## config.mk

```make
export PLATFORM = sky130hd
export DESIGN_NAME = plru_tree_ctrl
export DESIGN_NICKNAME = d
export VERILOG_FILES = /design/src/rtl/plru_pkg.sv /design/src/rtl/plru_tree_update.sv /design/src/rtl/plru_tree_ctrl.sv
export SDC_FILE = /design/constraint.sdc
export NUM_CORES = 1
export LEC_CHECK = 0
export BUFFER_PORTS_ARGS = -buffer_cell sky130_fd_sc_hd__buf_2
export CORE_MARGIN = 2
export CORE_UTILIZATION = 30
export DETAILED_ROUTE_END_ITERATION = 6
export PLACE_DENSITY = 0.52
export SLEW_MARGIN = 20
export SYNTH_ARGS = -nofsm -noshare
export SYNTH_HDL_FRONTEND = slang
export SYNTH_SLANG_ARGS = --single-unit
```

## constraint.sdc

```tcl
create_clock -name clk -period 4.7 [get_ports clk]
set_input_delay 1.175 -clock clk [delete_from_list [all_inputs] [get_ports clk]]
set_output_delay 1.175 -clock clk [all_outputs]
set_load 0.01 [all_outputs]
```

## src/rtl/plru_pkg.sv

```systemverilog
// Shared types and pure tree-walk functions for the tree pseudo-LRU controller.
// Functions operate on a maximum-width state; callers zero-extend and truncate.
package plru_pkg;

  localparam int unsigned PLRU_MAX_LEVELS = 6;
  localparam int unsigned PLRU_MAX_WAYS   = 1 << PLRU_MAX_LEVELS;

  typedef logic [PLRU_MAX_WAYS-2:0]   plru_state_t;
  typedef logic [PLRU_MAX_LEVELS-1:0] plru_way_t;
  typedef logic [PLRU_MAX_LEVELS-1:0] plru_node_t;

  typedef enum logic {StInit, StRun} plru_fsm_e;
  typedef enum logic {UpdTouch, UpdPoint} plru_mode_e;

  function automatic int unsigned plru_state_bits(input int unsigned assoc);
    return assoc - 1;
  endfunction

  // Follow node bits from the root; bit 0 = left subtree, 1 = right subtree.
  function automatic plru_way_t plru_victim(input plru_state_t state,
                                            input int unsigned levels);
    plru_node_t node;
    plru_way_t  way;
    node = '0;
    way  = '0;
    for (int unsigned lvl = 0; lvl < PLRU_MAX_LEVELS; lvl++) begin
      if (lvl < levels) begin
        way  = {way[PLRU_MAX_LEVELS-2:0], state[node]};
        node = {node[PLRU_MAX_LEVELS-2:0], 1'b0} + plru_node_t'(1) + plru_node_t'(state[node]);
      end
    end
    return way;
  endfunction

  // Rewrite every node on the path to 'way': toward=1 points at it, toward=0 away.
  function automatic plru_state_t plru_walk(input plru_state_t state, input plru_way_t way,
                                            input int unsigned levels, input logic toward);
    plru_state_t nxt;
    plru_node_t  node;
    plru_way_t   path;
    logic        b;
    nxt  = state;
    node = '0;
    path = way << (PLRU_MAX_LEVELS - levels);
    for (int unsigned lvl = 0; lvl < PLRU_MAX_LEVELS; lvl++) begin
      if (lvl < levels) begin
        b         = path[PLRU_MAX_LEVELS-1];
        nxt[node] = toward ? b : ~b;
        node      = {node[PLRU_MAX_LEVELS-2:0], 1'b0} + plru_node_t'(1) + plru_node_t'(b);
        path      = path << 1;
      end
    end
    return nxt;
  endfunction

  function automatic plru_state_t plru_touch(input plru_state_t state, input plru_way_t way,
                                             input int unsigned levels);
    return plru_walk(state, way, levels, 1'b0);
  endfunction

  function automatic plru_state_t plru_point(input plru_state_t state, input plru_way_t way,
                                             input int unsigned levels);
    return plru_walk(state, way, levels, 1'b1);
  endfunction

endpackage

```

## src/rtl/plru_tree_update.sv

```systemverilog
// Combinational next-state for one PLRU tree: touch (point away from way) on hit/fill,
// point (make way the victim) on invalidate.
module plru_tree_update
  import plru_pkg::*;
#(
  parameter int unsigned ASSOC = 4,
  parameter int unsigned WAY_W = $clog2(ASSOC)
) (
  input  logic [ASSOC-2:0] i_state,
  input  logic [WAY_W-1:0] i_way,
  input  logic             i_mode,
  output logic [ASSOC-2:0] o_state
);

  plru_state_t w_state_ext;
  plru_way_t   w_way_ext;
  plru_state_t w_next;

  always_comb begin
    w_state_ext              = '0;
    w_state_ext[ASSOC-2:0]   = i_state;
    w_way_ext                = '0;
    w_way_ext[WAY_W-1:0]     = i_way;
    if (i_mode == UpdPoint) begin
      w_next = plru_point(w_state_ext, w_way_ext, WAY_W);
    end else begin
      w_next = plru_touch(w_state_ext, w_way_ext, WAY_W);
    end
  end

  assign o_state = w_next[ASSOC-2:0];

  // Bits above this tree's width are always untouched padding.
  if (ASSOC < PLRU_MAX_WAYS) begin : g_pad
    logic w_unused_pad;
    assign w_unused_pad = ^w_next[PLRU_MAX_WAYS-2:ASSOC-1];
  end

endmodule

```

## src/rtl/plru_tree_ctrl.sv

```systemverilog
// Per-set tree pseudo-LRU controller: init sweep, access/invalidate arbitration, victim read.
// Optional macro PLRU_INVALID_FIRST_EN adds valid_mask and prefers the lowest invalid way.
module plru_tree_ctrl
  import plru_pkg::*;
#(
  parameter int unsigned ASSOC    = 4,
  parameter int unsigned NUM_SETS = 64,
  parameter int unsigned WAY_W    = $clog2(ASSOC),
  parameter int unsigned IDX_W    = $clog2(NUM_SETS)
) (
  input  logic             clk,
  input  logic             rst,
  output logic             ready,
  input  logic [IDX_W-1:0] lookup_index,
  output logic [WAY_W-1:0] victim_way,
  input  logic             acc_valid,
  input  logic [IDX_W-1:0] acc_index,
  input  logic [WAY_W-1:0] acc_way,
  input  logic             inv_valid,
  output logic             inv_ready,
  input  logic [IDX_W-1:0] inv_index,
  input  logic [WAY_W-1:0] inv_way
`ifdef PLRU_INVALID_FIRST_EN
  ,
  input  logic [ASSOC-1:0] valid_mask
`endif
);

  localparam int unsigned STATE_W = plru_state_bits(ASSOC);

  logic [STATE_W-1:0] r_tree [NUM_SETS];

  plru_fsm_e          r_fsm, w_fsm_next;
  logic [IDX_W-1:0]   r_sweep, w_sweep_next;

  logic               w_we;
  logic [IDX_W-1:0]   w_waddr;
  logic [STATE_W-1:0] w_wdata;

  logic               w_sel_inv;
  logic [IDX_W-1:0]   w_upd_index;
  logic [WAY_W-1:0]   w_upd_way;
  logic               w_upd_mode;
  logic [STATE_W-1:0] w_upd_next;

  // Update operands are muxed outside the FSM block so no comb path loops through it.
  assign w_sel_inv   = ~acc_valid;
  assign w_upd_index = w_sel_inv ? inv_index : acc_index;
  assign w_upd_way   = w_sel_inv ? inv_way : acc_way;
  assign w_upd_mode  = w_sel_inv ? UpdPoint : UpdTouch;

  plru_tree_update #(
    .ASSOC (ASSOC),
    .WAY_W (WAY_W)
  ) u_update (
    .i_state (r_tree[w_upd_index]),
    .i_way   (w_upd_way),
    .i_mode  (w_upd_mode),
    .o_state (w_upd_next)
  );

  always_ff @(posedge clk) begin
    if (rst) begin
      r_fsm   <= StInit;
      r_sweep <= '0;
    end else begin
      r_fsm   <= w_fsm_next;
      r_sweep <= w_sweep_next;
    end
  end

  always_comb begin
    w_fsm_next   = r_fsm;
    w_sweep_next = r_sweep;
    ready        = 1'b0;
    inv_ready    = 1'b0;
    w_we         = 1'b0;
    w_waddr      = r_sweep;
    w_wdata      = '0;
    unique case (r_fsm)
      StInit: begin
        w_we         = 1'b1;
        w_sweep_next = r_sweep + 1'b1;
        if (r_sweep == IDX_W'(NUM_SETS - 1)) begin
          w_fsm_next = StRun;
        end
      end
      StRun: begin
        ready     = 1'b1;
        inv_ready = ~acc_valid;
        if (acc_valid || inv_valid) begin
          w_we    = 1'b1;
          w_waddr = w_upd_index;
          w_wdata = w_upd_next;
        end
      end
      default: w_fsm_next = StInit;
    endcase
  end

  always_ff @(posedge clk) begin
    if (w_we && !rst) begin
      r_tree[w_waddr] <= w_wdata;
    end
  end

  plru_state_t w_lookup_ext;
  plru_way_t   w_victim_ext;
  logic [WAY_W-1:0] w_tree_victim;

  always_comb begin
    w_lookup_ext              = '0;
    w_lookup_ext[STATE_W-1:0] = r_tree[lookup_index];
    w_victim_ext              = plru_victim(w_lookup_ext, WAY_W);
  end

  assign w_tree_victim = w_victim_ext[WAY_W-1:0];

  if (WAY_W < PLRU_MAX_LEVELS) begin : g_pad
    logic w_unused_pad;
    assign w_unused_pad = ^w_victim_ext[PLRU_MAX_LEVELS-1:WAY_W];
  end

`ifdef PLRU_INVALID_FIRST_EN
  // Descending scan so the lowest-numbered invalid way is the last to assign.
  always_comb begin
    victim_way = w_tree_victim;
    for (int i = int'(ASSOC) - 1; i >= 0; i--) begin
      if (!valid_mask[i]) begin
        victim_way = WAY_W'(i);
      end
    end
  end
`else
  assign victim_way = w_tree_victim;
`endif

endmodule

```

==> run_results.csv <==
group,metric,value,unit
timing,tightest_slew,0.9494,ns
critical_path,cp_top_family,"multiplexers",
yosys,avgSynthCellArea,14.33,sq um
run_status,status,"complete, no violations",
placed_design,io_buffers,29,
critical_path,max_stage_delay,0.53,ns
timing,max-slew-margin-rel,0.3658,
pwr,power.leakage,3.691,nW
min_path,holdCritPathClass,"reg -> reg",
pwr,comb_power_share,0.092,
yosys,syn_nets,689,
floorplanning,ios,30,
floorplanning,start_util,0.3030,
floorplanning,dieArea,33060,sq um
pwr,powerDensity,335.5,nW/um^2
timing,finalSetupTns,0,ns
floorplanning,die_h,181.8,um
clocking,clockBufferDepth,2,
clocking,clkTransAtPathRegs,0.08,ns
critical_path,worst-path-buf-inv,5,
timing,skew,0.01221,ns
yosys,yosysUniqueCellTypes,48,
cells_and_area,final_util,0.3471,
yosys,async_flop_share,0,
yosys,ys_ff_latch,199,
detailed_routing,via_per_inst,5.444,
timing,finalHoldViolCount,0,
timing,finalCriticalPeriod,4.614,ns
yosys,netlist_area,9487,sq um
floorplanning,core,31310,sq um
critical_path,endpoint_kind,"primary output",
yosys,synthFlopType,"edfxtp_1",
detailed_routing,drt_first_pass_iters,5,
yosys,synth-edff-count,192,
cells_and_area,antenna_cells,0,
global_route,grt_max_degree,65,
clocking,clk_latency,0.44,ns
pwr,power.share.switching,0.2465,
pwr,p_switching,0.8986,mW
clocking,htreeDepth,4,
global_route,grt_pass1_wl,39980,um
timing,final_max_slew_viol_count,0,
critical_path,crit_path_max_fanout,9,
detailed_routing,wirelength,27200,um
clocking,clock-sinks,199,
detailed_routing,ant_nets,0,
cells_and_area,fin_cells,1123,
yosys,ys_warn_count,0,
placed_design,gp_congestion,0.8573,
detailed_routing,via_count,6114,
critical_path,startpoint,"lookup_index[0]",
min_path,min_from,"r_sweep[5]",
detailed_routing,route.detailed.drc,0,
critical_path,worstPathRequired,3.52,ns
global_route,antenna_found_initial,0,
global_route,grt_pass1_vias,6039,
yosys,synth_seq_area_share,0.6225,
critical_path,cp-start-kind,"input pin",
critical_path,cpMaxStageDelayCell,"mux4_2",
cells_and_area,drive_gt1_frac,0.2288,
clocking,root_buffer,"clkbuf_16",
detailed_routing,drt_iter0_drc,709,
timing,max_freq,216.8,MHz
critical_path,rr_startpoint,"r_fsm",
cells_and_area,nNetsFinal,736,
global_route,grt_usage,0.1662,
pwr,seq_power_share,0.528,
cells_and_area,area_delta_synth_final,14.57,%
pwr,clockPowerShare,0.380,
global_route,overflow,0,
placed_design,hpwlAfterDp,18710,um
pwr,vdd_ir_drop_max,0.0002525,V
clocking,hold_buffers,0,
job,max_cap_viol_count,0,
critical_path,crit_type,"in -> out",
clocking,cts_tree,"done",
yosys,syn_inst,662,
floorplanning,die_width,181.8,um
critical_path,crit_arrival,3.44,ns
critical_path,cp_cell_sequence,"buf_4 > buf_12 > buf_12 > buf_4 > mux4_2 > a221oi_2 > mux2i_1 > mux4_2 > buf_2",
timing,timing.final.setup_violations,0,
placed_design,placed_cells,1086,
timing,finalCritPeriodShare,0.9816,
detailed_routing,wl_per_cell,24.22,um
floorplanning,num_rows,65,
timing,rsz0062_at_grt,"no",
clocking,cts_buffers,17,
pwr,p_int,2.748,mW
==> flip-flops by register name, indices dropped and copies added (netlist names) <==
signal   flops
r_fsm        1
r_sweep      6
r_tree     192
==> cell families (layout without fill, tap and decap cells) <==
| kind of cell | after synthesis | after routing | synth area share |
|---|---|---|---|
| DFF | 199 | 199 | 0.6225 |
| AOI/OAI and AO/OA | 89 | 89 | 0.06977 |
| muxes | 90 | 90 | 0.1693 |
| xor gates and xnor gates | 4 | 4 | 0.003694 |
| buffers and inverters | 42 | 101 | 0.02519 |
| adders and majority gates | 1 | 1 | 0.001319 |
| and+or+nand+nor | 237 | 237 | 0.1082 |
==> placed cells by master, fill, tap and decap left out, drive strengths merged, types with 5 or more instances in the layout <==
master   count
o21ai       14
inv          8
a22o         9
mux2         5
o211ai       7
nor2b       12
mux4        55
nand2       86
a31oi       12
mux2i       30
clkbuf      19
a221oi      10
a21oi       10
o2111ai      6
clkinv       6
buf         64
edfxtp     192
nand3       33
dfxtp        7
nor2        81
==> metrics by stage <==
stage	power [mW]	hold slack, ns	setup slack, ns	area (sq um)
5_1_grt	3.765	0.5490	0.02999	10870
3_5_place_dp	2.288	0.5308	0.02678	10220
4_1_cts	3.656	0.5402	0.008164	10770
3_3_place_gp	2.288	0.5066	0.05337	10220
2_1_floorplan	2.172	0.4810	0.4824	9487
6_report	3.646	0.5339	0.08641	10870
==> layout make-up <==
| type | instances | area, sq um |
|---|---|---|
| sequential | 199 | 5906 |
| tap | 402 | 503.0 |
| fill | 2983 | 20440 |
| clock inverter | 14 | 121.4 |
| clock buffer | 17 | 425.4 |
| multi-input combinational | 421 | 3378 |
| timing repair buffer | 66 | 520.5 |
| inverter | 4 | 15.01 |
==> cells in the mapped netlist, types with 6 or more instances <==
cell / n / area [sq um]
edfxtp_1: 192 / 5766
nand2_1: 86 / 322.8
nor2_1: 81 / 304.0
mux4_2: 52 / 1171
nand3_1: 33 / 165.2
mux2i_1: 30 / 300.3
buf_2: 13 / 65.06
clkbuf_1: 13 / 48.80
o21ai_0: 13 / 65.06
a31oi_1: 12 / 75.07
nor2b_1: 12 / 75.07
a21oi_1: 10 / 50.05
a22o_1: 9 / 78.83
a221oi_1: 8 / 70.07
dfxtp_1: 7 / 140.1
o211ai_1: 7 / 52.55
buf_6: 6 / 67.56
o2111ai_1: 6 / 52.55
==> layer usage <==
metal  wire, um  vias to the layer above  GRT usage
met5          0                        -          0
met4        762                        0    0.06211
met3       1812                       49    0.02828
met2      12840                      263     0.2679
met1      11780                     3103     0.2258
li1           -                     2699          -
==> worst min-delay path, delay by kind of cell (launching register included) <==
family / cells / cell delay (ns)
flip-flops: 1 / 0.35
AO/OA/AOI/OAI: 2 / 0.15
==> power by group through the flow <==
stage | sequential [mW] | combinational (mW) | clock, mW
floorplan | 1.96 | 0.210 | 0
global placement | 1.97 | 0.322 | 0
detailed placement | 1.97 | 0.322 | 0
CTS | 1.93 | 0.324 | 1.41
global route | 1.93 | 0.359 | 1.48
finish | 1.93 | 0.336 | 1.38
==> path summary, 6_finish.rpt <==
kind,slack (ns),depth (start not counted),endpoint
max reg2reg,1.54,5,r_tree[51][0]
min,0.53,2,r_sweep[5]
max,0.09,9,victim_way[0]
min reg2reg,0.53,2,r_sweep[5]
==> timing repair <==
item,4_1_cts,5_1_grt
gates resized for setup,0,6
setup buffers,0,5
endpoints found under the hold margin,0,0
setup endpoints to repair,0,1
No activity file was read; power rests on OpenSTA's default activity.
